===== config.mk =====
export PLATFORM = sky130hd
export DESIGN_NAME = game_fsm_score
export DESIGN_NICKNAME = d
export VERILOG_FILES = /design/src/rtl/game_pkg.sv /design/src/rtl/game_fsm_score_bcd.sv /design/src/rtl/game_fsm_score.sv
export SDC_FILE = /design/constraint.sdc
export NUM_CORES = 1
export LEC_CHECK = 0
export ABC_AREA = 1
export BUFFER_PORTS_ARGS = -buffer_cell sky130_fd_sc_hd__buf_4
export CORE_UTILIZATION = 25
export DETAILED_ROUTE_END_ITERATION = 10
export PLACE_DENSITY = 0.47
export RECOVER_POWER = 50
export SLEW_MARGIN = 10
export SYNTH_ARGS = -nofsm -noshare
export SYNTH_HDL_FRONTEND = slang
export SYNTH_SLANG_ARGS = --single-unit

===== constraint.sdc =====
create_clock -name clk -period 3.5 [get_ports clk]
set_input_delay 0.7 -clock clk [delete_from_list [all_inputs] [get_ports clk]]
set_output_delay 0.7 -clock clk [all_outputs]
set_load 0.01 [all_outputs]

===== src/rtl/game_pkg.sv =====
// rtl/game_pkg.sv - shared state encoding, BCD digit type and playfield geometry
package game_pkg;

    typedef enum logic [1:0] {
        IDLE = 2'd0,
        PLAY = 2'd1,
        DEAD = 2'd2
    } state_t;

    typedef logic [3:0] bcd_digit_t;

    localparam int TUBE_WIDTH    = 120;
    localparam int GAP_HEIGHT    = 400;
    localparam int SCREEN_HEIGHT = 768;

endpackage


===== src/rtl/game_fsm_score_bcd.sv =====
// rtl/game_fsm_score_bcd.sv - 4-digit BCD counter with clear and saturation at 9999
module bcd_counter4
    import game_pkg::*;
(
    input  logic        clk,
    input  logic        rst,
    input  logic        inc,
    input  logic        clr,
    output logic [15:0] value
);

    logic [15:0] value_inc;
    logic        carry;
    bcd_digit_t  dig;

    // Ripple a +1 through the digits; a digit at 9 wraps to 0 and passes the carry on.
    always_comb begin
        value_inc = value;
        carry     = 1'b1;
        dig       = '0;
        for (int i = 0; i < 4; i++) begin
            dig = value[4*i +: 4];
            if (carry) begin
                if (dig == 4'd9) begin
                    value_inc[4*i +: 4] = 4'd0;
                end else begin
                    value_inc[4*i +: 4] = dig + 4'd1;
                    carry               = 1'b0;
                end
            end
        end
    end

    always_ff @(posedge clk or posedge rst) begin
        if (rst) begin
            value <= '0;
        end else if (clr) begin
            value <= '0;
        end else if (inc && value != 16'h9999) begin
            value <= value_inc;
        end
    end

endmodule


===== src/rtl/game_fsm_score.sv =====
// rtl/game_fsm_score.sv - game state machine with collision detection and BCD scoring
module game_fsm_score
    import game_pkg::*;
#(
    parameter int BIRD_X        = 200,
    parameter int BIRD_SIZE     = 32,
    parameter int TUBE_WIDTH    = game_pkg::TUBE_WIDTH,
    parameter int GAP_HEIGHT    = game_pkg::GAP_HEIGHT,
    parameter int SCREEN_HEIGHT = game_pkg::SCREEN_HEIGHT,
    parameter int DEAD_HOLD     = 50_000_000
) (
    input  logic        clk,
    input  logic        rst,
    input  logic        flap,
    input  logic [10:0] bird_y,
    input  logic [10:0] tube_x [2:0],
    input  logic [10:0] gap_y  [2:0],
    output logic        game_rst,
    output state_t      state,
    output logic        hit,
    output logic [15:0] score,
    output logic [15:0] high_score
);

    localparam int CW = $clog2(DEAD_HOLD + 1);
    localparam logic [11:0] X_LO  = 12'(BIRD_X);
    localparam logic [11:0] X_HI  = 12'(BIRD_X + BIRD_SIZE + TUBE_WIDTH);
    localparam logic [11:0] SZ    = 12'(BIRD_SIZE);
    localparam logic [11:0] GAP   = 12'(GAP_HEIGHT);
    localparam logic [11:0] FLOOR = 12'(SCREEN_HEIGHT);

    state_t        state_n;
    logic          hit_n, flap_q, flap_evt, collide, sc_inc, sc_clr;
    logic [2:0]    passed_q, passed_now, rise, pend, pend_n, lowest;
    logic [CW-1:0] dead_cnt, cnt_n;
    logic [15:0]   hs_n;
    logic [11:0]   by, bot, tx, gy;

    function automatic logic bcd_gt(input logic [15:0] a, input logic [15:0] b);
        logic gt, decided;
        gt      = 1'b0;
        decided = 1'b0;
        for (int i = 3; i >= 0; i--) begin
            if (!decided && a[4*i +: 4] != b[4*i +: 4]) begin
                gt      = a[4*i +: 4] > b[4*i +: 4];
                decided = 1'b1;
            end
        end
        return gt;
    endfunction

    assign flap_evt = flap & ~flap_q;
    assign by       = {1'b0, bird_y};
    assign bot      = by + SZ;
    assign rise     = passed_now & ~passed_q;
    assign lowest   = pend & (~pend + 3'd1);

    // 12-bit geometry so tube_x near zero cannot wrap the window compare.
    always_comb begin
        collide    = (bot >= FLOOR);
        passed_now = '0;
        tx         = '0;
        gy         = '0;
        for (int i = 0; i < 3; i++) begin
            tx = {1'b0, tube_x[i]};
            gy = {1'b0, gap_y[i]};
            if (tx > X_LO && tx < X_HI && (by < gy || bot > gy + GAP))
                collide = 1'b1;
            passed_now[i] = (tx <= X_LO);
        end
    end

    always_comb begin
        state_n = state;
        hit_n   = 1'b0;
        pend_n  = pend;
        cnt_n   = dead_cnt;
        hs_n    = high_score;
        sc_inc  = 1'b0;
        sc_clr  = 1'b0;
        case (state)
            IDLE: begin
                if (flap_evt) begin
                    state_n = PLAY;
                    pend_n  = '0;
                    sc_clr  = 1'b1;
                end
            end
            PLAY: begin
                // A collision discards any passes still waiting to be scored.
                if (collide) begin
                    state_n = DEAD;
                    hit_n   = 1'b1;
                    pend_n  = '0;
                    cnt_n   = CW'(DEAD_HOLD - 1);
                    if (bcd_gt(score, high_score))
                        hs_n = score;
                end else begin
                    sc_inc = |pend;
                    pend_n = (pend & ~lowest) | rise;
                end
            end
            DEAD: begin
                if (dead_cnt != '0)
                    cnt_n = dead_cnt - 1'b1;
                else if (flap_evt)
                    state_n = IDLE;
            end
            default: state_n = IDLE;
        endcase
    end

    always_ff @(posedge clk or posedge rst) begin
        if (rst) begin
            state      <= IDLE;
            game_rst   <= 1'b1;
            hit        <= 1'b0;
            high_score <= '0;
            pend       <= '0;
            passed_q   <= 3'b111;
            flap_q     <= 1'b0;
            dead_cnt   <= '0;
        end else begin
            state      <= state_n;
            game_rst   <= (state_n == IDLE);
            hit        <= hit_n;
            high_score <= hs_n;
            pend       <= pend_n;
            passed_q   <= passed_now;
            flap_q     <= flap;
            dead_cnt   <= cnt_n;
        end
    end

    bcd_counter4 u_score (
        .clk   (clk),
        .rst   (rst),
        .inc   (sc_inc),
        .clr   (sc_clr),
        .value (score)
    );

endmodule


Yosys cells after proc, flatten, opt, wreduce, memory -nomap -nowiden
Cells that the tools add are included.
- register bits: 69
- input bits: 80
- output and inout bits: 36
- word-level logic and storage cells: 146
- add/subtract/negate cells: 10
- $lt $le $gt $ge: 20
- equal/unequal tests: 14
- muxes and demuxes: 49
- bitwise operators: 9
- reductions and logical operators: 32
- operators by type and width (kind ; count):
    $mux 26 ; 2
    $pmux 26 s2 ; 1
    $add 11x9->12 const B ; 3
    $gt 12x12->1 ; 3
    $gt 11x8->1 const B ; 3
    $le 11x8->1 const B ; 3
    $lt 11x11->1 ; 3
    $lt 11x9->1 const B ; 3
    $mux 16 ; 2
    $mux 1 ; 29
    $mux 4 ; 7
    $reduce_bool 26->1 ; 1
    $sub 26x1->26 const B ; 1
    $add 4x1->4 const B ; 4
    $eq 4x4->1 const B ; 4
    $gt 4x4->1 ; 4
    $ne 16x16->1 const B ; 1
    $ne 4x4->1 ; 4
    $add 11x6->12 const B ; 1
    $ge 12x10->1 const B ; 1
    $reduce_bool 2->1 ; 6
    $logic_and 1x1->1 ; 10
    $and 3x3->3 ; 3
    $not 3->3 ; 3
    other kinds (17) ; 32

Logic depth before layout (Yosys ltp)
Gate-level depths: netlist of run 1.
- depth in word-level cells: 25
- depth in mapped cells: 21
- depth with buffers taken out: 21

Hierarchy
Synthesis of run 1 repeated with hierarchy kept, for this count alone.
- cell total of the unflattened synthesis: 870
- area total of the unflattened synthesis: 6203.4 um^2
- by module, submodules not included (module ; instances ; cells each ; area each (um^2) ; seq. area each (um^2)):
    game_fsm_score ; 1 ; 738 ; 5177.5 ; 1331.3
    bcd_counter4 ; 1 ; 132 ; 1026.0 ; 400.4

Worst setup path before layout of run 1
OpenSTA, ideal clock, no wires.
- path type: input -> register
- start point: in bird_y[5]
- end point: reg dead_cnt[13]
- library setup time: 128 ps
- data arrival time: 2724 ps
- data required time: 3372 ps
- slack: 648 ps
- cell stages on the path: 18
- path buffers: 2
- cell sequence: ha_1 -> nand3_1 -> xor2_1 -> inv_1 -> ha_1 -> nand2_1 -> inv_1 -> nand2_1 -> nor2_1 -> nand4_1 -> nand2_1 -> nand2_1 -> a21oi_2 -> nand3_2 -> nand2_2 -> buf_6 -> buf_8 -> nand3_1
- cells in the longest elaborated chain, start to end: 9
- elaborated cells between the ends (all ways): 19
- classes of those cells: add/sub: 1; order compare: 7; eq/ne: 1; mux: 3; reduce/logical: 7
- ends and longest elaborated chain (what ; line ; text):
    start, declared ; game_fsm_score.sv:15 ; input logic [10:0] bird_y,
    $add 11x6->12 ; game_fsm_score.sv:54 ; assign bot = by + SZ;
    $gt 12x12->1 ; game_fsm_score.sv:67 ; if (tx > X_LO && tx < X_HI && (by < gy || bot > gy + GAP))
    $logic_or 1x1->1 ; game_fsm_score.sv:67 ;
    $logic_and 1x1->1 ; game_fsm_score.sv:67 ;
    $mux 1 (2 in series) ; game_fsm_score.sv:67 ;
    $mux 1 (*) ; game_fsm_score.sv:67 ;
    $ne 2x2->1 (no source line) (*) ; -- ;
    $reduce_and 3->1 (no source line) (*) ; -- ;
    end signal, assigned ; game_fsm_score.sv:131 ; dead_cnt <= cnt_n;
    end, declared ; game_fsm_score.sv:35 ; logic [CW-1:0] dead_cnt, cnt_n;
Mark *: on every way between the ends. The rest lies on a longest branch, timed or not.
A chain may end at the register's enable or synchronous reset.

Final worst setup path of run 1
- start point: in bird_y[6]
- end point: reg u_score.value[7]
- cells in the longest elaborated chain, start to end: 12
- elaborated cells between the ends (all ways): 22
- classes of those cells: add/sub: 1; order compare: 7; mux: 5; reduce/logical: 9
- ends and longest elaborated chain (what ; line ; text):
    $add 11x6->12 ; game_fsm_score.sv:54 ;
    $gt 12x12->1 ; game_fsm_score.sv:67 ;
    $logic_or 1x1->1 ; game_fsm_score.sv:67 ;
    $logic_and 1x1->1 ; game_fsm_score.sv:67 ;
    $mux 1 (2 in series) ; game_fsm_score.sv:67 ;
    $mux 1 (*) ; game_fsm_score.sv:67 ;
    $mux 1 (*) ; game_fsm_score.sv:91 ; if (collide) begin
    $mux 1 (*) ; game_fsm_score.sv:81 ; case (state)
    $logic_and 1x1->1 (*) ; game_fsm_score_bcd.sv:39 ; end else if (inc && value != 16'h9999) begin
    $reduce_bool 2->1 (no source line) (*) ; -- ;
    $reduce_and 2->1 (no source line) (*) ; -- ;
    end signal, assigned ; game_fsm_score_bcd.sv:40 ; value <= value_inc;
    end, declared ; game_fsm_score_bcd.sv:9 ; output logic [15:0] value
Marked as above.

==> impl_metrics.ini, run 1 <==
[timing]
hold_viol_final = 0
setup_viol = 0
tightestPinTransition_ns = 1.47
setup_ws_ns = 0.483
slew_headroom = 0.0183
fin_skew_ns = 0.00752
whs_ns = 0.508
rsz0062_at_grt = false
min_period_ns = 3.02
maxSlewViolCount = 0
finalSetupTns_ns = 0
fin_crit_sh = 0.862
max_freq_mhz = 331

[final_layout]
instances_no_fill = 1324
syn_to_final_growth_pct = 23.7
final_common_cell = nand2_1
num_antenna_cells = 0
nets = 1161
final_cell_mix = 191 x nand2_1, 146 x inv_1, 105 x buf_4
layout-drive-gt1-share = 0.166

[power]
leakagePower_nw = 4.03
power_density_nw_per_um2 = 263
max-vdd-ir-drop_v = 0.000222
power_w = 0.00204

[die]
dieHeight_um = 160
fp.coreArea_um2 = 24500
initial_utilization = 0.256
die_w_um = 160
std_cell_rows = 57
dieArea_um2 = 25700
ios = 116

[drt]
ant_nets = 0
num_vias = 5764
vias_per_cell = 4.35
dr.first_iter.drc_count = 279
wire_per_inst_um = 13.0
drtPass1Iterations = 4
drt-total-wl_um = 17200
drc = 0

[clock_tree]
cts.htree.levels = 3
cts_tree = built
ctsLongestPathBuffers = 2
cts_buffers = 9
ctsHoldBuffers = 0
path_clk_slew_ns = 0.06
cts.repair.resized = 0
cts_sinks = 69
post-cts-setup-buffers = 0
root_buffer = clkbuf_16
insertion_delay_ns = 0.34

[logic_synthesis]
syn_area_um2 = 6270
synth_edf_count = 0
ys_async_sr_fraction = 1.00
synthFlopType = dfrtp_1
syn_area_per_cell_um2 = 7.22
syn-num-nets = 1034
synth_seq_cells = 69
synth_cell_type_count = 44
syn_inst = 868
ys_seq_area_frac = 0.276
yosysWarnings = 0

[worst_setup_path]
arrival_ns = 3.24
critPathCaptureType = register
worstSetupStartpointType = primary input
regToRegEndpoint = u_score.value[7]$_DFFE_PP0P_
timing.rr.start = u_score.value[1]$_DFFE_PP0P_
reg2reg_slack_ns = 1.13
critPathRequiredTime_ns = 3.73
crit_type = in -> reg
cp_max_fo = 7
r2r_cells = 13

[worst_hold_path]
hp-start = flap
hold_end = flap_q$_DFF_PP0_
min_delay_path_depth = 1
hold_path_class = in -> reg

[placed_design]
dp.cells = 1308
pre_cts_slack_ns = 0.0825
routabilityCongestion = 0.827
detailed_place_hpwl_um = 14000
portBuffers = 115

[global_route]
antenna_found_initial = 0
grt_use_total = 0.141
grt_max_degree = 33
grt_pass1_vias = 5709
grt_pass1_wl_um = 29200
grt_overflow = 0

[outcome]
status = finished clean

[flow_run]
cap_violations = 0
critical path: stages:
cell and delay [ns]:
buf_4 0.14, ha_1 0.21, nand3_1 0.14, xor2_1 0.20, inv_1 0.10, ha_1 0.32, nand2_1 0.06, inv_1 0.04
nand2_1 0.08, nor2_1 0.15, nand4_1 0.11, nand2_1 0.08, nand2_1 0.09, a21oi_2 0.19, nand4_2 0.15, nand2_4 0.15
nand3_1 0.17, nand2_1 0.11, nand2_1 0.05
power breakdown:
group / internal [W] / total, W / switching (W)
Combinational: 0.000178 / 0.000401 / 0.000224
Clock: 0.000478 / 0.000839 / 0.000361
Sequential: 0.000801 / 0.000801 / 0.000000519
Yosys cell counts, types with 12 or more instances:
library cell	n	area, um^2
a21oi_1	32	160
o21ai_1	19	95.1
dfrtp_1	65	1630
nand2_1	191	717
inv_1	146	548
nor2_1	82	308
nand4_1	25	156
o21ai_0	29	145
nor3_1	12	60.1
xnor2_1	12	105
ha_1	86	1080
xor2_1	26	228
nand3_1	60	300
worst max path at each step:
stage	start	to	slack, ns
finish	bird_y[6]	u_score.value[7]$_DFFE_PP0P_	0.48
global route	gap_y[4]	u_score.value[7]$_DFFE_PP0P_	0.07
global placement	bird_y[5]	u_score.value[5]$_DFFE_PP0P_	0.10
CTS	bird_y[5]	u_score.value[5]$_DFFE_PP0P_	0.43
floorplan	bird_y[5]	dead_cnt[13]$_DFFE_PP0P_	0.65
detailed placement	bird_y[5]	u_score.value[5]$_DFFE_PP0P_	0.08
cell type report:
cell class	instances	area (um^2)
clock buffer	10	229
sequential	69	1730
fill	2685	16700
tap	324	405
inverter	150	563
clock inverter	6	38.8
timing repair buffer	127	918
multi-input combinational	638	3870
routing by layer:
metal  up-vias  GRT usage  part of all wire
met3        18     0.0235             0.037
met1      2571      0.197              0.51
li1       3067          -                 -
met5         -          0                 0
met2       108      0.221              0.44
met4         0     0.0442             0.018
sequential cells by signal, indices dropped and copies added (netlist names):
| register | flops |
|---|---|
| passed_q | 3 |
| state | 2 |
| high_score | 16 |
| dead_cnt | 26 |
| game_rst | 1 |
| pend | 3 |
| u_score.value | 16 |
| flap_q | 1 |
| hit | 1 |
cell families (layout without fill, tap and decap cells):
kind of cell	after synthesis	in the layout	synth area share
simple gates	417	417	0.307
buf+inv	161	293	0.106
compound gates	97	97	0.0862
fa+ha+maj	86	86	0.172
flops	69	69	0.276
xor+xnor	38	38	0.0531
stage by stage:
| stage | area [um^2] | util |
|---|---|---|
| 2_1_floorplan | 6270 | - |
| 3_5_place_dp | 7550 | 0.309 |
| 4_1_cts | 7820 | 0.320 |
| 3_3_place_gp | 7550 | 0.309 |
| 6_report | 7750 | 0.317 |
| 5_1_grt | 7750 | 0.317 |
Power figures use the tool's default switching activity.
==> inputs of run 2 (changes only) <==
--- a/config.mk
+++ b/config.mk
@@ -9,7 +9,7 @@
 export BUFFER_PORTS_ARGS = -buffer_cell sky130_fd_sc_hd__buf_4
 export CORE_UTILIZATION = 25
 export DETAILED_ROUTE_END_ITERATION = 10
-export PLACE_DENSITY = 0.47
+export PLACE_DENSITY = 0.49
 export RECOVER_POWER = 50
 export SLEW_MARGIN = 10
 export SYNTH_ARGS = -nofsm -noshare
==> constraint.sdc (replaced) <==
create_clock -name clk -period 2.45 [get_ports clk]
set_input_delay 0.49 -clock clk [delete_from_list [all_inputs] [get_ports clk]]
set_output_delay 0.49 -clock clk [all_outputs]
set_load 0.01 [all_outputs]
==> run 2 against run 1 <==
Compared with the run above:
- the run now ends with negative setup slack left
- cell area up 15%
- power up 55%
- sequential power up 44%
- count of clock-buffer cells in the layout up 4
- via count up 5.4%
- sequential cell count unchanged
- worst hold slack worse by 0.21 ns
- sequential share of layout area down 3.0 points
- critical path type unchanged
- largest cell class unchanged
- highest routed layer unchanged
==> impl_metrics.ini, run 2 (same netlist as run 1, synthesis figures left out) <==
[drt]
num_vias = 6077
dr.first_iter.drc_count = 210
ant_nets = 0
drc = 0
vias_per_cell = 4.37
wire_per_inst_um = 13.3
drt-total-wl_um = 18500
drtPass1Iterations = 5

[die]
dieHeight_um = 160
dieArea_um2 = 25700
initial_utilization = 0.256
ios = 116
fp.coreArea_um2 = 24500
std_cell_rows = 57
die_w_um = 160

[global_route]
grt_overflow = 0
antenna_found_initial = 0
grt_max_degree = 33
grt_pass1_vias = 6121
grt_use_total = 0.149
grt_pass1_wl_um = 30700

[timing]
hold_viol_final = 0
fin_skew_ns = 0.00470
fin_crit_sh = 1.07
tightestPinTransition_ns = 1.05
rsz0062_at_grt = true
setup_ws_ns = -0.173
setup_viol = 57
slew_headroom = 0.297
max_freq_mhz = 381
min_period_ns = 2.62
maxSlewViolCount = 0

[placed_design]
dpl_cell_area_um2 = 8030
portBuffers = 115
routabilityCongestion = 0.836
detailed_place_hpwl_um = 14700

[power]
leakagePower_nw = 4.54
pwr-share-comb = 0.237
max-vdd-ir-drop_v = 0.000332
seq_power_share = 0.363
clkPwrFrac = 0.400
cell_internal_pwr_w = 0.00227
sw_frac_of_total = 0.281
power_density_nw_per_um2 = 353
power.switching_w = 0.000888

[worst_setup_path]
critPathCaptureType = register
timing.rr.start = dead_cnt[14]$_DFFE_PP0P_
cp_max_fo = 4
regToRegEndpoint = dead_cnt[16]$_DFFE_PP0P_
crit_type = in -> reg
arrival_ns = 2.90
worstSetupStartpointType = primary input
r2r_cells = 10
reg2reg_slack_ns = 0.20
critPathRequiredTime_ns = 2.73

[final_layout]
final_common_cell = nand2_1
nets = 1229
layout-drive-gt1-share = 0.306
largest_register_ffs = 26
fin_area_um2 = 8940
syn_to_final_growth_pct = 42.6
final_core_utilization = 0.365
num_antenna_cells = 0
largest_register = dead_cnt
top_regs = dead_cnt (26), high_score (16), u_score.value (16)
final_cell_mix = 170 x nand2_1, 168 x buf_4, 139 x inv_1

[clock_tree]
insertion_delay_ns = 0.34
cts.htree.levels = 3
cts_tree = built
root_buffer = clkbuf_16
ctsHoldBuffers = 0
cts_buffers = 9
path_clk_slew_ns = 0.05
ctsLongestPathBuffers = 2
cts_sinks = 69

[worst_hold_path]
min_delay_path_depth = 1
hold_end = flap_q$_DFF_PP0_
hold_path_class = in -> reg
hp-start = flap

[flow_run]
cap_violations = 0

[outcome]
status = finished with violations
violations = negative setup slack
==> run 2: cell count changes in the layout (fill, tap and decap cells not counted), moves of 10 or more <==
cell      before  now
buf_6          0   10
nand2_1      191  170
buf_4        105  168
nor2_1        82   71
clkbuf_1      17    6
o21ai_0       29   18
nand3_1       60   49
nand2_2        6   22
o21ai_2        0   11
==> run 2: layout make-up <==
cell class              count  area [um^2]
fillers                  2626        15500
multi-input cells         640         4380
flip-flops and latches     69         1730
repair buffers            193         1560
inverters                 150          576
well taps                 324          405
clock buffers              14          274
clock inverters             1         5.00
==> run 2: power by group through the flow <==
stage               combinational, W  sequential, W  clock [W]
floorplan                   0.000345        0.00116          0
global placement            0.000657        0.00117          0
detailed placement          0.000661        0.00117          0
CTS                         0.000720        0.00114    0.00130
global route                0.000844        0.00114    0.00135
finish                      0.000747        0.00115    0.00126
==> run 2: per-stage QoR <==
stage	worst slack (ns)	TNS [ns]	total power, W	instances	hold slack [ns]
finish	-0.173	-5.62	0.00316	1391	0.294
detailed placement	-0.665	-38.24	0.00183	1360	0.514
global placement	-0.605	-35.17	0.00182	1360	0.510
CTS	-0.105	-3.66	0.00317	1388	0.260
floorplan	-0.0998	-1.83	0.00151	868	0.483
global route	-0.313	-14.52	0.00334	1391	0.279
==> run 2: worst max-delay path by stage <==
stage | to | from | slack [ns]
after global placement | u_score.value[5]$_DFFE_PP0P_ | gap_y[4] | -0.60
after detailed placement | dead_cnt[25]$_DFFE_PP0P_ | bird_y[5] | -0.67
after floorplan | dead_cnt[13]$_DFFE_PP0P_ | gap_y[4] | -0.1
after global routing | u_score.value[0]$_DFFE_PP0P_ | gap_y[4] | -0.31
after CTS | u_score.value[9]$_DFFE_PP0P_ | gap_y[4] | -0.11
final | u_score.value[9]$_DFFE_PP0P_ | bird_y[5] | -0.17
==> run 2: worst max-delay path, cell delays in order <==
cell and delay [ns]:
buf_8 0.08, ha_4 0.15, nand3_4 0.11, nor3b_4 0.26, ha_1 0.29, a21o_1 0.21
nor2_2 0.16, nand3_2 0.09, nand2_2 0.08, nand2_4 0.07, a21oi_4 0.21, buf_6 0.13
nand4_4 0.09, buf_4 0.20, nand2_2 0.08, nand4_1 0.11, nand2_2 0.09
==> run 2: layer usage <==
| metal | share of wire | GRT usage | up-vias |
|---|---|---|---|
| met5 | 0 | 0 | - |
| met4 | 0.018 | 0.0403 | 0 |
| met3 | 0.035 | 0.0328 | 25 |
| met2 | 0.48 | 0.255 | 101 |
| met1 | 0.47 | 0.189 | 2741 |
| li1 | - | - | 3210 |
==> run 2: timing repair <==
action	in CTS	in global routing
cloned	4	0
pin swaps	21	38
resized for setup	67	64
setup endpoints to repair	65	65
endpoints found under the hold margin	0	0
buffers inserted	9	4
